`src/rtl/pattern_source_gen.sv`:
```
// Test-pattern source for the serial-link test path: counter, PRBS and constant
// generators behind a debounced mode select, with hold and single-word error injection.
`timescale 1ns/1ps

module pattern_source_gen #(
  parameter int                WIDTH         = 16,
  parameter int                PRBS_ORDER    = 7,
  parameter logic [WIDTH-1:0]  CONST_PATTERN = WIDTH'(16'hA5A5),
  parameter int                SEL_STABLE    = 1024
) (
  input  logic             clk1280,
  input  logic             rst,
  input  logic [1:0]       sel,
  input  logic             inj_err,
  input  logic             hold,
  output logic [WIDTH-1:0] source_out,
  output logic [1:0]       mode,
  output logic             mode_change,
  output logic [7:0]       err_count
);

  typedef enum logic [1:0] {
    MODE_CNT   = 2'd0,
    MODE_PRBS  = 2'd1,
    MODE_CONST = 2'd2,
    MODE_INV   = 2'd3
  } mode_e;

  // Second feedback tap; the first is always the MSB of the LFSR.
  localparam int TAP_B = (PRBS_ORDER == 7)  ? 5  :
                         (PRBS_ORDER == 15) ? 13 :
                         (PRBS_ORDER == 23) ? 17 : 27;

  localparam int             DB_W   = $clog2(SEL_STABLE);
  localparam logic [DB_W-1:0] DB_MAX = DB_W'(SEL_STABLE - 1);

  logic [1:0]            sel_sync1;
  logic [1:0]            sel_sync2;
  logic [1:0]            sel_cand;
  logic [DB_W-1:0]       db_cnt;
  logic [DB_W-1:0]       db_next;
  logic                  sel_diff;
  logic                  commit_now;

  logic [WIDTH-1:0]      cnt_q;
  logic [PRBS_ORDER-1:0] lfsr_q;
  logic [PRBS_ORDER-1:0] lfsr_adv;
  logic [WIDTH-1:0]      prbs_word;
  logic [WIDTH-1:0]      gen_word;
  logic                  inj_pend;
  logic                  flip_bit;

  // WIDTH LFSR steps per cycle; the first generated bit becomes the word MSB.
  always_comb begin
    logic [PRBS_ORDER-1:0] s;
    logic                  fb;
    s         = lfsr_q;
    fb        = 1'b0;
    prbs_word = '0;
    for (int i = 0; i < WIDTH; i++) begin
      fb                   = s[PRBS_ORDER-1] ^ s[TAP_B];
      prbs_word[WIDTH-1-i] = fb;
      s                    = {s[PRBS_ORDER-2:0], fb};
    end
    lfsr_adv = s;
  end

  always_comb begin
    gen_word = cnt_q;
    case (mode)
      MODE_CNT:   gen_word = cnt_q;
      MODE_PRBS:  gen_word = prbs_word;
      MODE_CONST: gen_word = CONST_PATTERN;
      MODE_INV:   gen_word = ~CONST_PATTERN;
    endcase
  end

  always_comb begin
    sel_diff   = (sel_sync2 != sel_cand);
    db_next    = (db_cnt == DB_MAX) ? DB_MAX : db_cnt + DB_W'(1);
    commit_now = !sel_diff && (db_next == DB_MAX) && (sel_cand != mode);
    // An injection that lands on a commit edge is deferred to the first new-mode word.
    flip_bit   = !commit_now && (inj_err || inj_pend);
  end

  always_ff @(posedge clk1280) begin
    if (rst) begin
      sel_sync1   <= '0;
      sel_sync2   <= '0;
      sel_cand    <= '0;
      db_cnt      <= '0;
      mode        <= MODE_CNT;
      mode_change <= 1'b0;
      cnt_q       <= '0;
      lfsr_q      <= '1;
      source_out  <= '0;
      inj_pend    <= 1'b0;
      err_count   <= '0;
    end else begin
      sel_sync1 <= sel;
      sel_sync2 <= sel_sync1;

      if (sel_diff) begin
        sel_cand <= sel_sync2;
        db_cnt   <= '0;
      end else if (commit_now) begin
        db_cnt   <= '0;
      end else begin
        db_cnt   <= db_next;
      end

      mode_change <= commit_now;
      if (commit_now) begin
        mode <= sel_cand;
      end

      if (commit_now) begin
        cnt_q  <= '0;
        lfsr_q <= '1;
      end else if (!hold) begin
        cnt_q  <= cnt_q + WIDTH'(1);
        lfsr_q <= lfsr_adv;
      end

      source_out <= gen_word ^ {{(WIDTH-1){1'b0}}, flip_bit};
      inj_pend   <= commit_now && inj_err;

      if (inj_err && (err_count != 8'hFF)) begin
        err_count <= err_count + 8'd1;
      end
    end
  end

endmodule

```
`config.mk`:
```
export PLATFORM = sky130hd
export DESIGN_NAME = pattern_source_gen
export DESIGN_NICKNAME = d
export VERILOG_FILES = /design/src/rtl/pattern_source_gen.sv
export SDC_FILE = /design/constraint.sdc
export NUM_CORES = 1
export LEC_CHECK = 0
export CAP_MARGIN = 5
export CORE_MARGIN = 1
export CORE_UTILIZATION = 53
export CTS_BUF_LIST = sky130_fd_sc_hd__clkbuf_2
export CTS_CLUSTER_SIZE = 25
export DETAILED_ROUTE_END_ITERATION = 7
export PLACE_DENSITY = 0.78
export SLEW_MARGIN = 10
export SYNTH_ARGS = -nofsm -noshare
export SYNTH_HDL_FRONTEND = slang
export SYNTH_SLANG_ARGS = --single-unit
```
`constraint.sdc`:
```
create_clock -name clk1280 -period 1.91 [get_ports clk1280]
set_clock_uncertainty 0.05 [all_clocks]
set_input_delay 0.2865 -clock clk1280 [delete_from_list [all_inputs] [get_ports clk1280]]
set_output_delay 0.2865 -clock clk1280 [all_outputs]
set_load 0.02 [all_outputs]
```
==> results of run 1 <==
## layout make-up
type                       count  area [µm²]
clock inverter                 6        81.3
timing repair buffer          77         714
fill                         379        1380
multi-input combinational    265        1960
inverter                       5        18.8
tap                           72        90.1
clock buffer                   9        45.0
sequential                    67        1350
## cells in the mapped netlist (all sizes together) (6+ instances only)
cell type  number  area [µm²]
nor2b           7        43.8
xnor2          19         174
nor2           39         146
buf             9        57.6
nor3           23         115
nand4          11        68.8
a21oi          14        73.8
mux2i          10         100
dfxtp          67        1340
and3            7        48.8
nand2          27         104
xor2           25         219
clkbuf         19        75.1
nand3          12        60.1
nor4            6        37.5
o21ai          12        60.1
nand2b          7        43.8
## power by group through the flow
stage          sequential [mW]  clock (mW)  combinational (mW)
2_1_floorplan             1.52           0               0.331
3_3_place_gp              1.55           0               0.412
3_5_place_dp              1.55           0               0.428
4_1_cts                   1.52       0.939               0.436
5_1_grt                   1.53        1.01               0.503
6_report                  1.52       0.918               0.461
## worst paths after layout
path                              end
max          source_out[0]$_SDFF_PP0_
min           sel_sync2[0]$_SDFF_PP0_
max reg2reg  source_out[0]$_SDFF_PP0_
min reg2reg   sel_sync2[1]$_SDFF_PP0_
## state kept, by name, indices dropped and copies added, names as in the netlist
| register | count |
|---|---|
| sel_sync2 | 2 |
| mode | 2 |
| err_count | 8 |
| sel_cand | 2 |
| source_out | 16 |
| db_cnt | 10 |
| inj_pend | 1 |
| mode_change | 1 |
| cnt_q | 16 |
| sel_sync1 | 2 |
| lfsr_q | 7 |
## through the flow
stage,util,total power [mW],cells,cell area (µm²)
2_1_floorplan,-,1.85,365,3220
3_3_place_gp,0.671,1.96,479,3780
3_5_place_dp,0.671,1.98,479,3780
4_1_cts,0.707,2.90,497,3990
5_1_grt,0.756,3.05,501,4260
6_report,0.756,2.90,501,4260
## cells by family after synthesis
group           Yosys count  synth area share
flops                    67             0.420
mux                      10            0.0313
simple gates            153             0.245
compound gates           55             0.122
buf+inv                  33            0.0474
fa+ha+maj                 3            0.0118
xor+xnor                 44             0.123
## metal layers
| layer | wire [µm] | global-route usage | vias to the layer above |
|---|---|---|---|
| li1 | - | - | 1391 |
| met1 | 3440 | 0.316 | 1378 |
| met2 | 3830 | 0.402 | 73 |
| met3 | 323 | 0.0491 | 27 |
| met4 | 276 | 0.169 | 0 |
| met5 | 0 | 0 | - |
## what timing repair did
item / CTS / global route
pin swaps: 5 / 27
buffers inserted: 3 / 3
resized for setup: 17 / 47
endpoints found under the setup margin: 33 / 38
cloned: 0 / 1
==> qor.txt, run 1 <==
Finish-stage setup viols = 33
Via density = 5.73
Most common library cell in the layout ignoring fill and taps = dfxtp_1
First-pass GRT wire length = 12.4 mm
R2r setup slk = -0.15 ns
Hold path startpoint = rst
Worst VDD drop = 0.503 mV
Cts hold-fix bufs = 0
Worst-path cell with the longest stage delay = or4_1
Syn-to-layout area delta = 33.5%
Vertical die dimension = 79.6 µm
Combinational Power Share = 0.159
CP startpoint = db_cnt[2]$_SDFF_PP0_
Setup TNS = -1.27 ns
Syn_area_per_cell = 8.75 µm²
Type of origin of the critical path = register
Number of gates on the worst path with buffers counted = 5
Static Leakage = 1.61 nW
Clk Tree Root Cell = clkbuf_2
WL per Instance = 15.7 µm
Number of nets still failing antenna checks after routing = 0
PwrDens = 681 mW/mm²
Family of cells with the greatest summed delay on the critical path = simple AND/OR/NAND/NOR gates
Status = finished, violations left
Sinks on the clock net = 67
RD Place Congestion = 0.870
Die ar. = 0.00634 mm²
Port bufs = 32
Clock Latency Late Sink = 0.49 ns
Via count of the first global-routing pass = 2719
Register area share after synthesis = 0.420
Initial cell density of the core = 0.566
Worst-path cell chain = and3_4, a41oi_2, or3_4, or4_1, o2111ai_2
Part of the total power dissipated in the clock network = 0.316
Achievable Freq = 486 MHz
Category of the most critical setup path = register to register
Post-layout minimum cycle time = 2.06 ns
Worst Hold Depth = 2
Worst Hold Slack = 0.192 ns
Total Wirelength = 7.87 mm
Worst-path clk slew = 0.18 ns
Number of synthesized flops with an enable pin = 0
H-tree level count = 3
Maximum number of pins on one net before global-route repair = 45
Horizontal die dimension = 79.6 µm
Site row count = 27
Endpoints failing hold = 0
Switching power as a share of total power = 0.282
Clock tree from TritonCTS = built
Highest-count cells in the layout ignoring fill and taps = 64 x dfxtp_1, 39 x nor2_1, 39 x buf_4
Final cycle utilization of the critical path = 1.08
Worst hold path type = input port to register
Data required time at the worst endpoint = 2.29 ns
Vias post-DR = 2869
Post-synthesis instance area = 0.00319 mm²
Initial antenna violation count = 0
Internal power summed over all cells = 2.08 mW
Clock buffer count from CTS = 9
Total inserted antenna cells = 0
Area of the core = 0.00564 mm²
Post-DP HPWL = 5.14 mm
Net switching power = 0.819 mW
Buffer depth of the longest clock path = 2
Depth of the worst register-to-register path = 5
Number of flip-flops and latches in the synthesized netlist = 67
Count of cell types in the netlist = 51
DP Worst Slack = -0.142 ns
Drt drc = 0
Prevailing post-synth register cell = dfxtp_1
Total Routing Usage GR = 0.255
I/O pin count = 33
Number of nets in the layout = 434
Part of the total power dissipated in sequential elements = 0.525
CP Capture Type = register
Layout cell share with drive strength beyond 1 = 0.254
Reg-to-reg startpoint = db_cnt[2]$_SDFF_PP0_
Setup repair after global routing missed its margin = true
Violations in the final reports = negative setup slack
Number of maximum-capacitance constraint violations = 0
Critical path's largest stage delay = 0.54 ns
Critical-path maximum fanout = 6
Slew @ Worst Pin = 0.496 ns
Total count of max-transition violations in the final report = 0
Sum of overflow across all layers after global routing = 0
Gate count of the mapped netlist = 365
Crit path buffers/inverters = 0
CP arrival = 2.43 ns
Final worst slack = -0.146 ns
Total nets after synthesis = 374
Max-slew headroom at the worst pin = 0.669
Share of async-settable or async-resettable flops after synthesis = 0
Detailed Route Iter0 Violations = 163
TritonRoute pass-1 iters = 4
Ys Warns = 0
(Power assumes the default switching activity.)
==> run 2: changes to the inputs <==
- CAP_MARGIN: 5 -> 20
- RECOVER_POWER: default -> 25
==> run 2 against run 1 <==
The run still ends with negative setup slack left. Final area fell by 0.32%. Clock power is essentially flat. Critical endpoint unchanged. First-iteration DRC count did not move. Via count is 0.59% higher. Wire length hardly changed. Clock-buffer cell count did not move. Worst hold slack improved by 0.20 ns. Global-route usage stayed put. Cell count is the same.
==> qor.txt, run 2 (synthesis results as in run 1) <==
Status = finished, violations left
Violations in the final reports = negative setup slack
Worst hold path type = input port to register
Finish-stage setup viols = 36 (+9.1%)
Number of nets still failing antenna checks after routing = 0 (unchanged)
Maximum number of pins on one net before global-route repair = 45 (unchanged)
Hold path startpoint = inj_err
PwrDens = 683 mW/mm² (+0.23%)
Biggest regs = cnt_q: 16 flops, source_out: 16 flops, db_cnt: 10 flops
First-pass GRT wire length = 12.4 mm (unchanged)
Via count of the first global-routing pass = 2719 (unchanged)
Via density = 5.76 (+0.59%)
Horizontal die dimension = 79.6 µm (unchanged)
Worst VDD drop = 0.503 mV (about the same)
Area of the core = 0.00564 mm² (unchanged)
Sum of overflow across all layers after global routing = 0 (unchanged)
CP startpoint = db_cnt[2]$_SDFF_PP0_
Initial antenna violation count = 0 (unchanged)
Type of origin of the critical path = register
Clk Tree Root Cell = clkbuf_2
Slew @ Worst Pin = 1.09 ns (+0.596 ns)
Drt drc = 0 (unchanged)
Worst-path clk slew = 0.18 ns (about the same)
End point of the worst hold path = inj_pend$_SDFF_PP0_
Clock buffer count from CTS = 9 (unchanged)
Terminus of the critical flop-to-flop path = source_out[0]$_SDFF_PP0_
Sinks on the clock net = 67 (unchanged)
Detailed Route Iter0 Violations = 163 (unchanged)
CP arrival = 2.43 ns (about the same)
Worst Hold Depth = 2 (unchanged)
Overall power = 2.90 mW (about the same)
Static Leakage = 1.61 nW (-0.43%)
Setup repair after global routing missed its margin = true
H-tree level count = 3 (unchanged)
Vertical die dimension = 79.6 µm (unchanged)
Clock tree from TritonCTS = built
Cts hold-fix bufs = 0 (unchanged)
Site row count = 27 (unchanged)
Final Core Density = 0.753 (-0.00244)
Final cycle utilization of the critical path = 1.08 (-0.00115)
RD Place Congestion = 0.870 (unchanged)
Final-layout fill cell count = 382 (+0.79%)
Post-layout minimum cycle time = 2.05 ns (-0.00220 ns)
R2r setup slk = -0.14 ns (about the same)
Total count of max-transition violations in the final report = 0 (unchanged)
Die ar. = 0.00634 mm² (unchanged)
Final worst slack = -0.144 ns (+0.00220 ns)
Clock Latency Late Sink = 0.49 ns (about the same)
Depth of the worst register-to-register path = 5 (unchanged)
Max-slew headroom at the worst pin = 0.272 (-0.397)
Initial cell density of the core = 0.566 (unchanged)
Number of nets in the layout = 434 (unchanged)
Multi-input combinational cell area = 0.00196 mm² (unchanged)
Data required time at the worst endpoint = 2.29 ns (about the same)
Post-DP HPWL = 5.14 mm (unchanged)
Number of maximum-capacitance constraint violations = 0 (unchanged)
Total inserted antenna cells = 0 (unchanged)
Total Wirelength = 7.86 mm (about the same)
Seq. cell area = 0.00135 mm² (unchanged)
Most common library cell in the layout ignoring fill and taps = dfxtp_1
TritonRoute pass-1 iters = 4 (unchanged)
Endpoints failing hold = 0 (unchanged)
Layout cell share with drive strength beyond 1 = 0.252 (-0.00233)
Critical-path maximum fanout = 6 (unchanged)
Port bufs = 32 (unchanged)
CP Capture Type = register
Category of the most critical setup path = register to register
Syn-to-layout area delta = 33.1%
Buffer depth of the longest clock path = 2 (unchanged)
Total Routing Usage GR = 0.255 (unchanged)
Vias post-DR = 2886 (+0.59%)
Reg-to-reg startpoint = db_cnt[2]$_SDFF_PP0_
WL per Instance = 15.7 µm (about the same)
I/O pin count = 33 (unchanged)
Highest-count cells in the layout ignoring fill and taps = 64 x dfxtp_1, 39 x nor2_1, 39 x buf_4
Achievable Freq = 487 MHz (+0.11%)
==> run 2: cell count changes in the layout (fill, tap and decap cells not counted) <==
cell / previous run / this run
buf_12: 2 / 1
buf_2: 1 / 0
clkbuf_4: 0 / 1
clkbuf_1: 0 / 1
dlygate4sd3_1: 0 / 2
clkdlybuf4s50_1: 21 / 19
==> run 2: routing by layer <==
metal / part of all wire / GRT usage
met1: 0.43 / 0.316
met2: 0.49 / 0.402
met3: 0.045 / 0.0491
met4: 0.035 / 0.169
met5: 0 / 0
==> run 2: worst max-delay path by stage <==
| stage | to | slack [ns] | cells past startpoint |
|---|---|---|---|
| 2_1_floorplan | source_out[0]$_SDFF_PP0_ | -0.12 | 7 |
| 3_3_place_gp | source_out[0]$_SDFF_PP0_ | -0.07 | 6 |
| 3_5_place_dp | source_out[0]$_SDFF_PP0_ | -0.14 | 6 |
| 4_1_cts | source_out[0]$_SDFF_PP0_ | -0.07 | 6 |
| 5_1_grt | source_out[0]$_SDFF_PP0_ | -0.19 | 6 |
| 6_report | source_out[0]$_SDFF_PP0_ | -0.14 | 5 |
==> run 2: area by class of cell <==
type | instances | area share
sequential | 67 | 0.318
clock inverter | 6 | 0.0191
tap | 72 | 0.0212
inverter | 5 | 0.00442
timing repair buffer | 77 | 0.165
clock buffer | 9 | 0.0106
multi-input combinational | 265 | 0.462
==> run 2: metrics by stage <==
step	area (µm²)	std cells	hold WS, ns	setup TNS (ns)	setup WS (ns)
6_report	4250	501	0.397	-1.74	-0.144
5_1_grt	4250	501	0.365	-4.77	-0.189
4_1_cts	3990	497	0.121	-0.175	-0.0675
3_5_place_dp	3780	479	0.386	-0.938	-0.142
3_3_place_gp	3780	479	0.380	-0.237	-0.0661
2_1_floorplan	3220	365	0.364	-0.133	-0.117
==> run 2: critical path: stages (launching register included) <==
cell,delay [ns]
dfxtp_2,0.45
and3_4,0.24
a41oi_2,0.18
or3_4,0.44
or4_1,0.54
o2111ai_2,0.09
==> run 2: report_power, final <==
| group | internal (mW) | total (mW) | switching (mW) | leakage [nW] |
|---|---|---|---|---|
| combinational | 0.211 | 0.456 | 0.244 | 0.986 |
| sequential | 1.45 | 1.53 | 0.0733 | 0.546 |
| clock | 0.417 | 0.920 | 0.503 | 0.0752 |
==> run 2: timing repair <==
action | in CTS | in global routing
gates cloned | 0 | 1
gates resized for setup | 17 | 47
setup endpoints to repair | 33 | 38
buffers inserted | 3 | 3
pin swaps | 5 | 27
